<file path="src/rtl/median_window_feeder.sv">
// median_window_feeder
// Valid/ready wrapper around a 6-input combinational median finder.
// Keeps a 6-sample sliding window (num1 newest, num6 oldest) that feeds the
// finder. Once the window is full, every new sample triggers one capture of
// the finder's result. The captured median is held on out_data until
// downstream accepts it. The only combinational path through the block is
// out_ready -> in_ready while a result is being held.

module median_window_feeder #(
    parameter int WIDTH = 4,
    parameter int WIN   = 6     // fixed: the finder has exactly six inputs
) (
    input  logic             clk,
    input  logic             rst_n,
    input  logic             clear,
    input  logic             in_valid,
    input  logic [WIDTH-1:0] in_data,
    output logic             in_ready,
    output logic [WIDTH-1:0] num1,
    output logic [WIDTH-1:0] num2,
    output logic [WIDTH-1:0] num3,
    output logic [WIDTH-1:0] num4,
    output logic [WIDTH-1:0] num5,
    output logic [WIDTH-1:0] num6,
    input  logic [WIDTH-1:0] med_in,
    output logic             out_valid,
    output logic [WIDTH-1:0] out_data,
    input  logic             out_ready,
    output logic [2:0]       fill_cnt
);

    // FILL: window not yet full. CAPTURE: one cycle to register the median.
    // HOLD: result presented, waiting for out_ready. STREAM: window full, idle.
    localparam logic [1:0] ST_FILL    = 2'd0;
    localparam logic [1:0] ST_CAPTURE = 2'd1;
    localparam logic [1:0] ST_HOLD    = 2'd2;
    localparam logic [1:0] ST_STREAM  = 2'd3;

    localparam logic [2:0] FILL_FULL = 3'd6;
    localparam logic [2:0] FILL_LAST = 3'd5;

    logic [1:0]       state_q, state_d;
    logic [WIDTH-1:0] win_q [WIN];
    logic [WIDTH-1:0] win_d [WIN];
    logic [2:0]       fill_q, fill_d;
    logic             out_valid_q, out_valid_d;
    logic [WIDTH-1:0] out_data_q, out_data_d;
    logic             in_ready_s;
    logic             accept_s;

    // Ready decode: free while filling or streaming, blocked during capture,
    // and tied to out_ready while holding a result so a consume can overlap
    // with the next accept.
    always_comb begin
        in_ready_s = 1'b0;
        case (state_q)
            ST_FILL:    in_ready_s = 1'b1;
            ST_CAPTURE: in_ready_s = 1'b0;
            ST_HOLD:    in_ready_s = out_ready;
            ST_STREAM:  in_ready_s = 1'b1;
            default:    in_ready_s = 1'b0;
        endcase
    end

    assign accept_s = in_valid && in_ready_s;

    // Next-state logic: clear wins over everything. Otherwise an accepted
    // sample shifts the window and the FSM sequences capture and hold.
    always_comb begin
        state_d     = state_q;
        fill_d      = fill_q;
        out_valid_d = out_valid_q;
        out_data_d  = out_data_q;
        for (int i = 0; i < WIN; i++) begin
            win_d[i] = win_q[i];
        end

        if (clear) begin
            for (int i = 0; i < WIN; i++) begin
                win_d[i] = {WIDTH{1'b0}};
            end
            fill_d      = 3'd0;
            out_valid_d = 1'b0;
            out_data_d  = {WIDTH{1'b0}};
            state_d     = ST_FILL;
        end else begin
            if (accept_s) begin
                for (int i = WIN - 1; i > 0; i--) begin
                    win_d[i] = win_q[i-1];
                end
                win_d[0] = in_data;
                if (fill_q == FILL_FULL) begin
                    fill_d = FILL_FULL;
                end else begin
                    fill_d = fill_q + 3'd1;
                end
            end else begin
                fill_d = fill_q;
            end

            case (state_q)
                ST_FILL: begin
                    if (accept_s && (fill_q == FILL_LAST)) begin
                        state_d = ST_CAPTURE;
                    end else begin
                        state_d = ST_FILL;
                    end
                end
                ST_CAPTURE: begin
                    // The window has been stable for a full cycle, so
                    // med_in has settled.
                    out_data_d  = med_in;
                    out_valid_d = 1'b1;
                    state_d     = ST_HOLD;
                end
                ST_HOLD: begin
                    if (out_ready) begin
                        out_valid_d = 1'b0;
                        if (accept_s) begin
                            state_d = ST_CAPTURE;
                        end else begin
                            state_d = ST_STREAM;
                        end
                    end else begin
                        state_d = ST_HOLD;
                    end
                end
                ST_STREAM: begin
                    if (accept_s) begin
                        state_d = ST_CAPTURE;
                    end else begin
                        state_d = ST_STREAM;
                    end
                end
                default: begin
                    state_d     = ST_FILL;
                    out_valid_d = 1'b0;
                end
            endcase
        end
    end

    // State registers with asynchronous active-low reset.
    always_ff @(posedge clk or negedge rst_n) begin
        if (!rst_n) begin
            state_q     <= ST_FILL;
            fill_q      <= 3'd0;
            out_valid_q <= 1'b0;
            out_data_q  <= {WIDTH{1'b0}};
            for (int i = 0; i < WIN; i++) begin
                win_q[i] <= {WIDTH{1'b0}};
            end
        end else begin
            state_q     <= state_d;
            fill_q      <= fill_d;
            out_valid_q <= out_valid_d;
            out_data_q  <= out_data_d;
            for (int i = 0; i < WIN; i++) begin
                win_q[i] <= win_d[i];
            end
        end
    end

    assign in_ready  = in_ready_s;
    assign num1      = win_q[0];
    assign num2      = win_q[1];
    assign num3      = win_q[2];
    assign num4      = win_q[3];
    assign num5      = win_q[4];
    assign num6      = win_q[5];
    assign out_valid = out_valid_q;
    assign out_data  = out_data_q;
    assign fill_cnt  = fill_q;

endmodule
</file>
<file path="config.mk">
export PLATFORM = sky130hd
export DESIGN_NAME = median_window_feeder
export DESIGN_NICKNAME = d
export VERILOG_FILES = /design/src/rtl/median_window_feeder.sv
export SDC_FILE = /design/constraint.sdc
export NUM_CORES = 1
export LEC_CHECK = 0
export CAP_MARGIN = 10
export CORE_ASPECT_RATIO = 1.5
export CORE_MARGIN = 2
export CORE_UTILIZATION = 47
export DETAILED_ROUTE_END_ITERATION = 8
export GPL_ROUTABILITY_DRIVEN = 0
export PLACE_DENSITY_LB_ADDON = 0.15
export SLEW_MARGIN = 20
export SYNTH_ARGS = -nofsm -noshare
export SYNTH_HDL_FRONTEND = slang
export SYNTH_SLANG_ARGS = --single-unit
</file>
<file path="constraint.sdc">
create_clock -name clk -period 2.15 [get_ports clk]
set_input_delay 0.645 -clock clk [delete_from_list [all_inputs] [get_ports clk]]
set_output_delay 0.645 -clock clk [all_outputs]
set_load 0.05 [all_outputs]
</file>
==> flow_summary.json, run 1 <==
{
  "outcome": "complete, no violations",
  "crit_arrival_ns": 1.45,
  "worst_pin_slew_ns": 0.5105,
  "ant_nets": 0,
  "area_delta_synth_final_pct": 35.91,
  "synthArstFlopShare": 1.000,
  "routedWlPerCell_um": 15.78,
  "drtIter0Drc": 42,
  "syn_nets": 181,
  "dp_hpwl_um": 2804,
  "slew_headroom": 0.6586,
  "first_pass_iters": 4,
  "grt_first_pass_wirelength_um": 6782,
  "yosysUniqueCellTypes": 29,
  "dpl_worst_slack_ns": -0.05194,
  "ys_seq_area_frac": 0.5045,
  "final_common_cell": "dfrtp_1",
  "crit_path_start_kind": "flip-flop",
  "cts-htree-levels": 2,
  "nNetsFinal": 233,
  "die_area_mm2": 0.004093,
  "hold_class": "reg2reg",
  "end_kind": "primary output",
  "grt_max_degree": 39,
  "clk_pin_slew_worst_paths_ns": 0.07,
  "worst_hold_slack_ns": 0.5225,
  "finalCriticalPeriod_ns": 2.099,
  "ys.warnings.count": 0,
  "critPathRequiredTime_ns": 1.50,
  "via_per_inst": 5.484,
  "drv_cap": 0,
  "p_leak_nw": 1.049,
  "io_buffers": 45,
  "critical_path.cell_chain": "clkdlybuf4s50_1",
  "rsz0062_at_grt": "false",
  "final_max_slew_viol_count": 0,
  "synth_edf_count": 0,
  "die_w_um": 52.91,
  "worst_path_max_delay_cell": "clkdlybuf4s50_1",
  "hold_violations": 0,
  "powerDensity_mw_per_mm2": 750.6,
  "start_util": 0.4938,
  "setup_viol": 0,
  "holdBufCountCts": 0,
  "syn_avg_cell_area_um2": 10.48,
  "grt_pass1_vias": 1429,
  "design_power_total_mw": 1.721,
  "worstPathBufferInverterCount": 1,
  "num_vias": 1404,
  "cts_buffers": 5,
  "ys_ff_latch": 34,
  "cts_root_buf": "clkbuf_8",
  "ioPinCount": 46,
  "antenna_found_initial": 0,
  "tritoncts": "done",
  "min_period_over_period": 0.9763,
  "fin_skew_ns": 0.005527,
  "grt_util_all_layers": 0.2251,
  "netlist_instances": 161,
  "antenna-diode-count": 0,
  "final_cell_mix": "dfrtp_1 (34), buf_4 (33), a21oi_1 (20), clkdlybuf4s50_1 (20), nand3_1 (17)",
  "crit_family": "buffers and inverters",
  "grt-ovfl-total": 0,
  "cpPeakStageDelay_ns": 0.81,
  "vdd_drop_max_mv": 0.6073,
  "core_area_mm2": 0.003416,
  "wl_um": 4040,
  "worstSetupPathType": "reg2out",
  "clock-sinks": 34,
  "clk_latency_ns": 0.29,
  "cts_buffer_depth": 2,
  "crit_fanout": 2,
  "fmax_mhz": 476.4,
  "rows": 26,
  "die_height_um": 77.37,
  "fin_ws_ns": 0.05086,
  "drc_errors": 0,
  "synth-main-ff-cell": "dfrtp_1",
  "layout-drive-gt1-share": 0.2430,
  "fill_cells": 282,
  "synth_area_mm2": 0.001687
}
-- through the flow --
step / TNS, ns / util / instance area, µm² / instances
4_1_cts: 0 / 0.6667 / 2277 / 256
6_report: 0 / 0.6711 / 2292 / 256
2_1_floorplan: 0 / - / 1694 / 161
3_3_place_gp: -0.03712 / 0.6297 / 2151 / 245
3_5_place_dp: -0.07988 / 0.6297 / 2151 / 245
5_1_grt: 0 / 0.6711 / 2292 / 256
-- cell usage after synthesis (2+ instances only) --
cell / instances / area (µm²)
mux2i_1: 13 / 130.1
buf_2: 4 / 20.02
ha_1: 7 / 87.58
o21ai_0: 13 / 65.06
nand3_1: 17 / 85.08
nand2b_1: 14 / 87.58
a21oi_1: 20 / 100.1
clkbuf_1: 3 / 11.26
inv_1: 5 / 18.77
dfrtp_1: 34 / 850.8
buf_4: 3 / 22.52
nand2_1: 2 / 7.510
o21ai_1: 4 / 20.02
nor2_1: 7 / 26.28
-- cells by family after synthesis --
group / synth area share
and+or+nand+nor: 0.1528
buffers and inverters: 0.05193
adders and majority gates: 0.05193
muxes: 0.07715
DFF: 0.5045
AOI/OAI and AO/OA: 0.1617
-- power by group --
part | switching (mW) | internal (mW) | leakage [nW]
Sequential | 0.0274 | 0.671 | 0.470
Combinational | 0.330 | 0.200 | 0.532
Clock | 0.235 | 0.257 | 0.0472
-- flip-flops by register name (all words and copies together) (netlist names) --
signal / count
out_data: 4
num6: 4
num1: 4
num2: 4
num5: 4
num4: 4
out_valid: 1
num3: 4
fill_cnt: 3
state_q: 2
-- routing by layer --
metal	up-vias	global-route usage	routed length [µm]
li1	666	-	-
met1	679	0.2618	1546
met2	50	0.3813	2179
met3	9	0.05577	230
met4	0	0.09487	84
met5	-	0	0
-- area by class of cell --
cell class / instances / area (µm²) / area share
clock buffer: 6 / 82.58 / 0.03603
clock inverter: 2 / 12.51 / 0.005459
inverter: 5 / 18.77 / 0.008188
multi-input combinational: 110 / 770.7 / 0.3362
sequential: 34 / 850.8 / 0.3712
tap: 42 / 52.55 / 0.02293
timing repair buffer: 57 / 504.2 / 0.2200
-- path summary, 6_finish.rpt --
| path | from | to | slack (ns) | depth (start not counted) |
|---|---|---|---|---|
| setup reg to reg | state_q[1] | num5[3] | 0.38 | 6 |
| hold reg to reg | out_valid | out_valid | 0.52 | 2 |
| hold / removal | out_valid | out_valid | 0.52 | 2 |
| max in group asynchronous | rst_n | num1[1] | 1.07 | 2 |
| min in group asynchronous | rst_n | num2[2] | 0.77 | 2 |
| setup / recovery | out_data[2] | out_data[2] | 0.05 | 1 |
-- what timing repair did --
action,in CTS,in global routing
gates cloned,0,0
pin swaps,1,1
setup endpoints to repair,1,2
endpoints found under the hold margin,0,0
resized for setup,4,2
buffers inserted,3,0
Note: power is estimated with default switching activity, not from simulation.
==> run 2, diff against run 1 <==
- CELL_PAD_IN_SITES_DETAIL_PLACEMENT: not set -> 1
- CELL_PAD_IN_SITES_GLOBAL_PLACEMENT: not set -> 1
- CORE_UTILIZATION: 47 -> 36
==> flow_summary.json, run 2 (same netlist as run 1, synthesis figures left out) <==
{
  "crit_family": "buffers and inverters",
  "holdBufCountCts": 0,
  "fin_skew_ns": 0.003745,
  "nNetsFinal": 231,
  "grt_max_degree": 39,
  "fin_area_mm2": 0.002316,
  "critical_path.cell_chain": "clkdlybuf4s50_1",
  "worst_pin_slew_ns": 0.5032,
  "min_period_over_period": 0.9727,
  "via_per_inst": 5.309,
  "start_util": 0.3744,
  "worst_path_max_delay_cell": "clkdlybuf4s50_1",
  "final_common_cell": "dfrtp_1",
  "area_delta_synth_final_pct": 37.31,
  "final_max_slew_viol_count": 0,
  "routedWlPerCell_um": 16.77,
  "io_buffers": 45,
  "cts_buffers": 5,
  "cts_root_buf": "clkbuf_8",
  "vdd_drop_max_mv": 0.5127,
  "fin_util": 0.5142,
  "setup_viol": 0,
  "rsz0062_at_grt": "false",
  "rows": 30,
  "num_vias": 1375,
  "slew_headroom": 0.6635,
  "wl_um": 4344,
  "r2r_slack_ns": 0.33,
  "worstSetupPathType": "reg2out",
  "worst_hold_slack_ns": 0.5263,
  "crit_arrival_ns": 1.45,
  "clock-sinks": 34,
  "layout-drive-gt1-share": 0.2464,
  "die_w_um": 59.89,
  "first_pass_iters": 4,
  "drtIter0Drc": 46,
  "critPathRequiredTime_ns": 1.50,
  "grt_pass1_vias": 1468,
  "antenna_found_initial": 0,
  "final_cell_mix": "dfrtp_1 (34), buf_4 (31), a21oi_1 (20), clkdlybuf4s50_1 (19), nand3_1 (17)",
  "die_area_mm2": 0.005260,
  "fmax_mhz": 478.2,
  "drv_cap": 0,
  "crit_fanout": 2,
  "hold_violations": 0,
  "drc_errors": 0,
  "die_height_um": 87.83,
  "dp_hpwl_um": 3022,
  "tritoncts": "done",
  "antenna-diode-count": 0,
  "ioPinCount": 46,
  "outcome": "complete, no violations",
  "worstPathBufferInverterCount": 1,
  "ant_nets": 0,
  "finalCriticalPeriod_ns": 2.091,
  "clk_latency_ns": 0.28,
  "p_leak_nw": 1.047,
  "grt_first_pass_wirelength_um": 7258,
  "cts-htree-levels": 2,
  "cpPeakStageDelay_ns": 0.81,
  "cts_buffer_depth": 2,
  "clk_pin_slew_worst_paths_ns": 0.07,
  "powerDensity_mw_per_mm2": 792.2,
  "crit_path_start_kind": "flip-flop",
  "fin_tns_setup_ns": 0,
  "end_kind": "primary output",
  "grt-ovfl-total": 0,
  "hold_class": "reg2reg",
  "core_area_mm2": 0.004504,
  "dpl_cell_area_mm2": 0.002171,
  "grt_util_all_layers": 0.1840
}
run 2: repair_timing:
item	4_1_cts	5_1_grt
pin swaps	1	0
endpoints found under the setup margin	1	1
setup buffers	2	0
gates resized for setup	3	2
run 2: path summary, 6_finish.rpt:
path	depth (start not counted)	end	from
worst max-delay path	1	num2[1]	num2[1]
worst min-delay path	2	out_data[2]	out_data[2]
worst max register to register	6	num2[1]	state_q[0]
worst min register to register	2	out_data[2]	out_data[2]
max in group asynchronous	2	num6[2]	rst_n
min in group asynchronous	2	fill_cnt[2]	rst_n
run 2: where the power goes:
group          switching, mW  internal, mW
registers             0.0296         0.671
clock network          0.224         0.371
logic                  0.336         0.203
total                  0.590          1.25
run 2: layer usage:
metal | vias to the layer above | wire, µm | GRT usage | share of wire
li1 | 658 | - | - | -
met1 | 673 | 1847 | 0.2460 | 0.43
met2 | 38 | 2240 | 0.2945 | 0.52
met3 | 6 | 209 | 0.04727 | 0.048
met4 | 0 | 46 | 0.04848 | 0.011
met5 | - | 0 | 0 | 0
run 2: area by class of cell:
cell class                 count  area (µm²)
clock inverter                 1       30.03
multi-input combinational    110       770.7
fill                         529        2188
clock buffer                   6       82.58
timing repair buffer          55       503.0
tap                           48       60.06
sequential                    34       850.8
inverter                       5       18.77
run 2: metrics by stage:
step	total power, mW	worst slack, ns	cells
2_1_floorplan	1.052	0.1325	161
3_3_place_gp	1.219	-0.06467	250
3_5_place_dp	1.237	-0.07296	250
4_1_cts	1.859	0.0005763	259
5_1_grt	1.927	0.007577	259
6_report	1.835	0.05872	259
==> variant 1 (config.mk and constraints of run 2) <==
The parameter `WIDTH` goes from 4 to 3.
--- a/src/rtl/median_window_feeder.sv
+++ b/src/rtl/median_window_feeder.sv
@@ -7,7 +7,7 @@
 // out_ready -> in_ready while a result is being held.
 
 module median_window_feeder #(
-    parameter int WIDTH = 4,
+    parameter int WIDTH = 3,
     parameter int WIN   = 6     // fixed: the finder has exactly six inputs
 ) (
     input  logic             clk,
Interface: changed (9 resized); port bits go from 46 to 37. No check against the original RTL was run, so the function may have changed too.
==> variant 1 against run 2 <==
- combinational power is 30% lower
- largest cell class unchanged
- power decreased by 34%
- sequential share of layout area rose by 1.7 points
- non-clock buffer count fell by 7
- worst setup slack worse by 14 ps
- sequential cell count is 7 lower
- clock power shrank 53%
- clock skew shrank 1.9 ps
- final cell count decreased by 29%
- maximum frequency decreased by 0.67%
- first-iteration DRC count down 85%
- routed wire length decreased by 32%
- area after synthesis is 28% lower
- final area fell by 24%
==> variant 1: results (changes against run 2) <==
Via density per instance: 5.104 (was 5.309)
Cts bufs inserted: 3 (was 5)
GRT Total Usage: 15.98% (was 18.40%)
Register area share after synthesis: 55.27% (was 50.45%)
Net Count, Synth: 113 (was 181)
Slowest cell on crit path: dfrtp_1 (was clkdlybuf4s50_1)
Worst-path clk slew: 90 ps (was 70 ps)
Top post-synthesis cells by count: dfrtp_1 (27), a22o_1 (19), ha_1 (7), nor2_1 (7), inv_1 (6) (was dfrtp_1 (34), a21oi_1 (20), nand3_1 (17))
Synth top area cells: dfrtp_1 (55%), a22o_1 (14%), ha_1 (7.2%) (was dfrtp_1 (50%), mux2i_1 (7.7%), a21oi_1 (5.9%))
Library cells used by synthesis: 27 (was 29)
Comb pwr share: 31.0% (was 29.4%)
Drt pass-1 iters: 4 (unchanged)
H-tree levels: 1 (was 2)
Largest fanout on the critical path: 3 (was 2)
Longest Clk Path Bufs: 2 (unchanged)
Worst hold path class: reg -> reg (unchanged)
PortBufs: 36 (was 45)
Final Non-Filler Cells: 183 (was 259)
Placed cells: 172 (was 250)
Antenna violations before repair: 0 (unchanged)
Antenna cells: 0 (unchanged)
Worst-Skew Late Latency: 260 ps (was 280 ps)
Worst Reg-to-Reg Cells: 8 (was 6)
Async S/R FF share, synth: 100.0% (unchanged)
Hold path cells: 2 (unchanged)
Status: finished, final reports clean (unchanged)
Worst r2r src: state_q[0]$_DFF_PN0_ (unchanged)
Iteration-0 DRC Markers: 7 (was 46)
First-pass GRT wire length: 4.747 mm (was 7.258 mm)
Share of cells above drive strength 1: 32.17% (was 24.64%)
Final nets: 162 (was 231)
Pleak: 0.8453 nW (was 1.047 nW)
P_comb: 0.375 mW (was 0.539 mW)
Family with the most delay on the worst path: flip-flops (was buffers and inverters)
YS warnings: 0 (unchanged)
Worst rel slew slack: 65.31% (was 66.35%)
Largest net degree at the start of global routing: 28 (was 39)
HPWL Detailed: 2.074 mm (was 3.022 mm)
Min-Delay Endpoint: out_valid$_DFFE_PN0P_ (was out_data[2]$_DFFE_PN0P_)
Root buf cell: clkbuf_8 (unchanged)
Max VDD drop: 0.0004545 V (was 0.0005127 V)
CP peak stage delay: 410 ps (was 810 ps)
Clock skew: 1.825 ps (was 3.745 ps)
Vias in the first global route: 987 (was 1,468)
Clock network power: 0.281 mW (was 0.595 mW)
Drt total wl: 2.947 mm (was 4.344 mm)
Hold path start: out_valid$_DFFE_PN0P_ (was out_data[2]$_DFFE_PN0P_)
Hold_ws: 517.7 ps (was 526.3 ps)
Mean area per synthesized cell: 12.87 um^2 (was 10.48 um^2)
Worst R2R Setup Slack: 400 ps (was 330 ps)
Arrival time worst endpoint: 1460 ps
Reg2reg end: num6[2]$_DFFE_PN0P_ (was num2[1]$_DFFE_PN0P_)
Internal power: 0.8220 mW (was 1.245 mW)
Cell Area, Placed: 1622 um^2 (was 2171 um^2)
Pre-CTS WS: -64.80 ps (was -72.96 ps)
[variant 1: cell types whose count changed in the layout (fill, tap and decap cells not counted), sizes merged, moves of 9 or more]
cell | run 2 | this run
nand2b | 14 | 2
o21ai | 17 | 1
a21oi | 20 | 4
mux2i | 13 | 4
nand3 | 17 | 1
a22o | 0 | 19
[variant 1: final cells by class]
class | instances | area (um^2)
fill | 360 | 1433
clock buffer | 4 | 45.04
sequential | 27 | 675.6
timing repair buffer | 48 | 439.2
multi-input combinational | 58 | 525.5
inverter | 6 | 22.52
tap | 40 | 50.05
[variant 1: cell families after synthesis]
| kind of cell | share of synthesized area, % |
|---|---|
| muxes | 3.275 |
| adders and majority gates | 7.164 |
| and+or+nand+nor | 8.599 |
| AOI/OAI and AO/OA | 21.50 |
| buffers and inverters | 4.197 |
| DFF | 55.27 |
[variant 1: how the worst max path moves through the flow]
stage	from	endpoint	slack, ps
2_1_floorplan	state_q[1]$_DFF_PN0_	in_ready	140
3_3_place_gp	out_ready	num4[0]$_DFFE_PN0P_	-40
3_5_place_dp	out_ready	num6[2]$_DFFE_PN0P_	-60
4_1_cts	state_q[1]$_DFF_PN0_	in_ready	20
5_1_grt	state_q[0]$_DFF_PN0_	in_ready	-0.2
6_report	state_q[0]$_DFF_PN0_	in_ready	40
[variant 1: repair_timing]
action                     in CTS  in global routing
setup buffers                   5                  2
pin swaps                       1                  2
setup endpoints to repair       1                  1
gates resized for setup         5                  2
[variant 1: worst min-delay path: stages (launching register included)]
cell,delay (ps)
dfrtp_1,350
a21oi_1,60
nor2_1,70
[variant 1: metal layers]
layer | wire [um] | up-vias | GRT usage [%]
met1 | 1196 | 473 | 20.08
met5 | 0 | - | 0
met3 | 91 | 2 | 1.373
li1 | - | 440 | -
met2 | 1639 | 19 | 29.34
met4 | 19 | 0 | 4.386
==> variant 2 (config.mk and constraints of run 2) <==
Made on the original files. Register the output `fill_cnt` once more, cleared by the reset; this adds one clock of latency there. The other outputs are not delayed to match.
--- a/src/rtl/median_window_feeder.sv
+++ b/src/rtl/median_window_feeder.sv
@@ -170,6 +170,12 @@
     assign num6      = win_q[5];
     assign out_valid = out_valid_q;
     assign out_data  = out_data_q;
-    assign fill_cnt  = fill_q;
+    always_ff @(posedge clk or negedge rst_n) begin
+        if (!rst_n) begin
+            fill_cnt <= '0;
+        end else begin
+            fill_cnt <= fill_q;
+        end
+    end
 
 endmodule
Behaviour: not the same (a bounded check fails within 4 cycles, from zero or initial values and one cycle with rst_n low).
==> variant 2 against run 2 <==
- final cell count grew 9.3%
- sequential cell count grew 3
- combinational power shrank 2%
- worst setup slack lost 2.4 ps
- clock power shrank 18%
- sequential share of layout area grew 2.6 points
- routed wire length grew 2.6%
- final area grew 1.8%
- area after synthesis grew 4.2%
- power shrank 3.0%
- critical path type unchanged
- largest cell class unchanged
==> variant 2: results (changes against run 2) <==
Status: finished, final reports clean (unchanged)
Largest net degree at the start of global routing: 38 (was 39)
Post-cts resize count: 5 (was 3)
Root buf cell: clkbuf_8 (unchanged)
Register area share after synthesis: 52.67% (was 50.45%)
Worst hold path class: in -> async (was reg -> reg)
Via count: 1,454 (was 1,375)
Placed cells: 272 (was 250)
Max VDD drop: 0.0002994 V (was 0.0005127 V)
Reg2reg end: num3[1]$_DFFE_PN0P_ (was num2[1]$_DFFE_PN0P_)
Library cells used by synthesis: 27 (was 29)
Iteration-0 DRC Markers: 17 (was 46)
WL/cell: 15.76 um (was 16.77 um)
Top post-synthesis cells by count: dfrtp_1 (37), a21oi_1 (23), nand3_1 (20) (was dfrtp_1 (34), a21oi_1 (20), nand3_1 (17))
Worst Reg-to-Reg Cells: 5 (was 6)
Worst rel slew slack: 66.39% (was 66.35%)
GRT Total Usage: 18.35% (was 18.40%)
Pleak: 1.038 nW (was 1.047 nW)
Cell Area, Placed: 2220 um^2 (was 2171 um^2)
Synth top area cells: dfrtp_1 (53%), a21oi_1 (6.5%), mux2i_1 (5.7%) (was dfrtp_1 (50%), mux2i_1 (7.7%), a21oi_1 (5.9%))
First-pass GRT wire length: 7.341 mm (was 7.258 mm)
Share of cells above drive strength 1: 23.96% (was 24.64%)
Worst-path clk slew: 70 ps (about the same)
Mean area per synthesized cell: 10.46 um^2 (was 10.48 um^2)
Clock skew: 3.237 ps (was 3.745 ps)
Final nets: 237 (was 231)
Post-CTS setup buffer count: 4 (was 2)
Net Count, Synth: 188 (was 181)
HPWL Detailed: 3.051 mm (was 3.022 mm)
## variant 2: final cells by class
type	instances	area (um^2)
sequential	37	927.1
fill	544	2414
multi-input combinational	112	754.5
inverter	5	18.77
tap	66	82.58
timing repair buffer	56	488.0
clock buffer	7	86.33
## variant 2: per-stage QoR
step	hold slack (ps)	power (mW)	worst slack (ps)
after floorplan	349.4	1.125	138.7
after global placement	442.2	1.265	-40.61
final	391.7	1.779	56.27
after detailed placement	454.7	1.282	-44.47
after CTS	418.3	1.794	13.73
after global routing	425.2	1.870	6.395
## variant 2: power breakdown
part           total (mW)  internal (mW)  switching (mW)
clock network       0.487          0.254           0.233
registers           0.765          0.735          0.0305
logic               0.527          0.194           0.332
total                1.78           1.18           0.596
## variant 2: cell families (layout without fill, tap and decap cells)
family	after synthesis	after routing	synth area share (%)
AOI/OAI and AO/OA	51	51	17.22
and+or+nand+nor	44	44	13.45
DFF	37	37	52.67
buffers and inverters	19	68	5.979
muxes	10	10	5.694
adders and majority gates	7	7	4.982
## variant 2: worst max path at each step
stage,startpoint,endpoint,cells past startpoint
after floorplan,state_q[1]$_DFF_PN0_,in_ready,5
after global placement,out_ready,in_ready,4
after detailed placement,out_ready,in_ready,4
after CTS,state_q[1]$_DFF_PN0_,in_ready,5
after global routing,state_q[0]$_DFF_PN0_,in_ready,5
final,out_data[0]$_DFFE_PN0P_,out_data[0],1
## variant 2: layer usage
| layer | up-vias | global-route usage [%] | wire (um) |
|---|---|---|---|
| met5 | - | 0 | 0 |
| met4 | 0 | 6.126 | 61 |
| met3 | 6 | 5.014 | 177 |
| met2 | 34 | 30.85 | 2396 |
| met1 | 731 | 22.34 | 1823 |
| li1 | 683 | - | - |
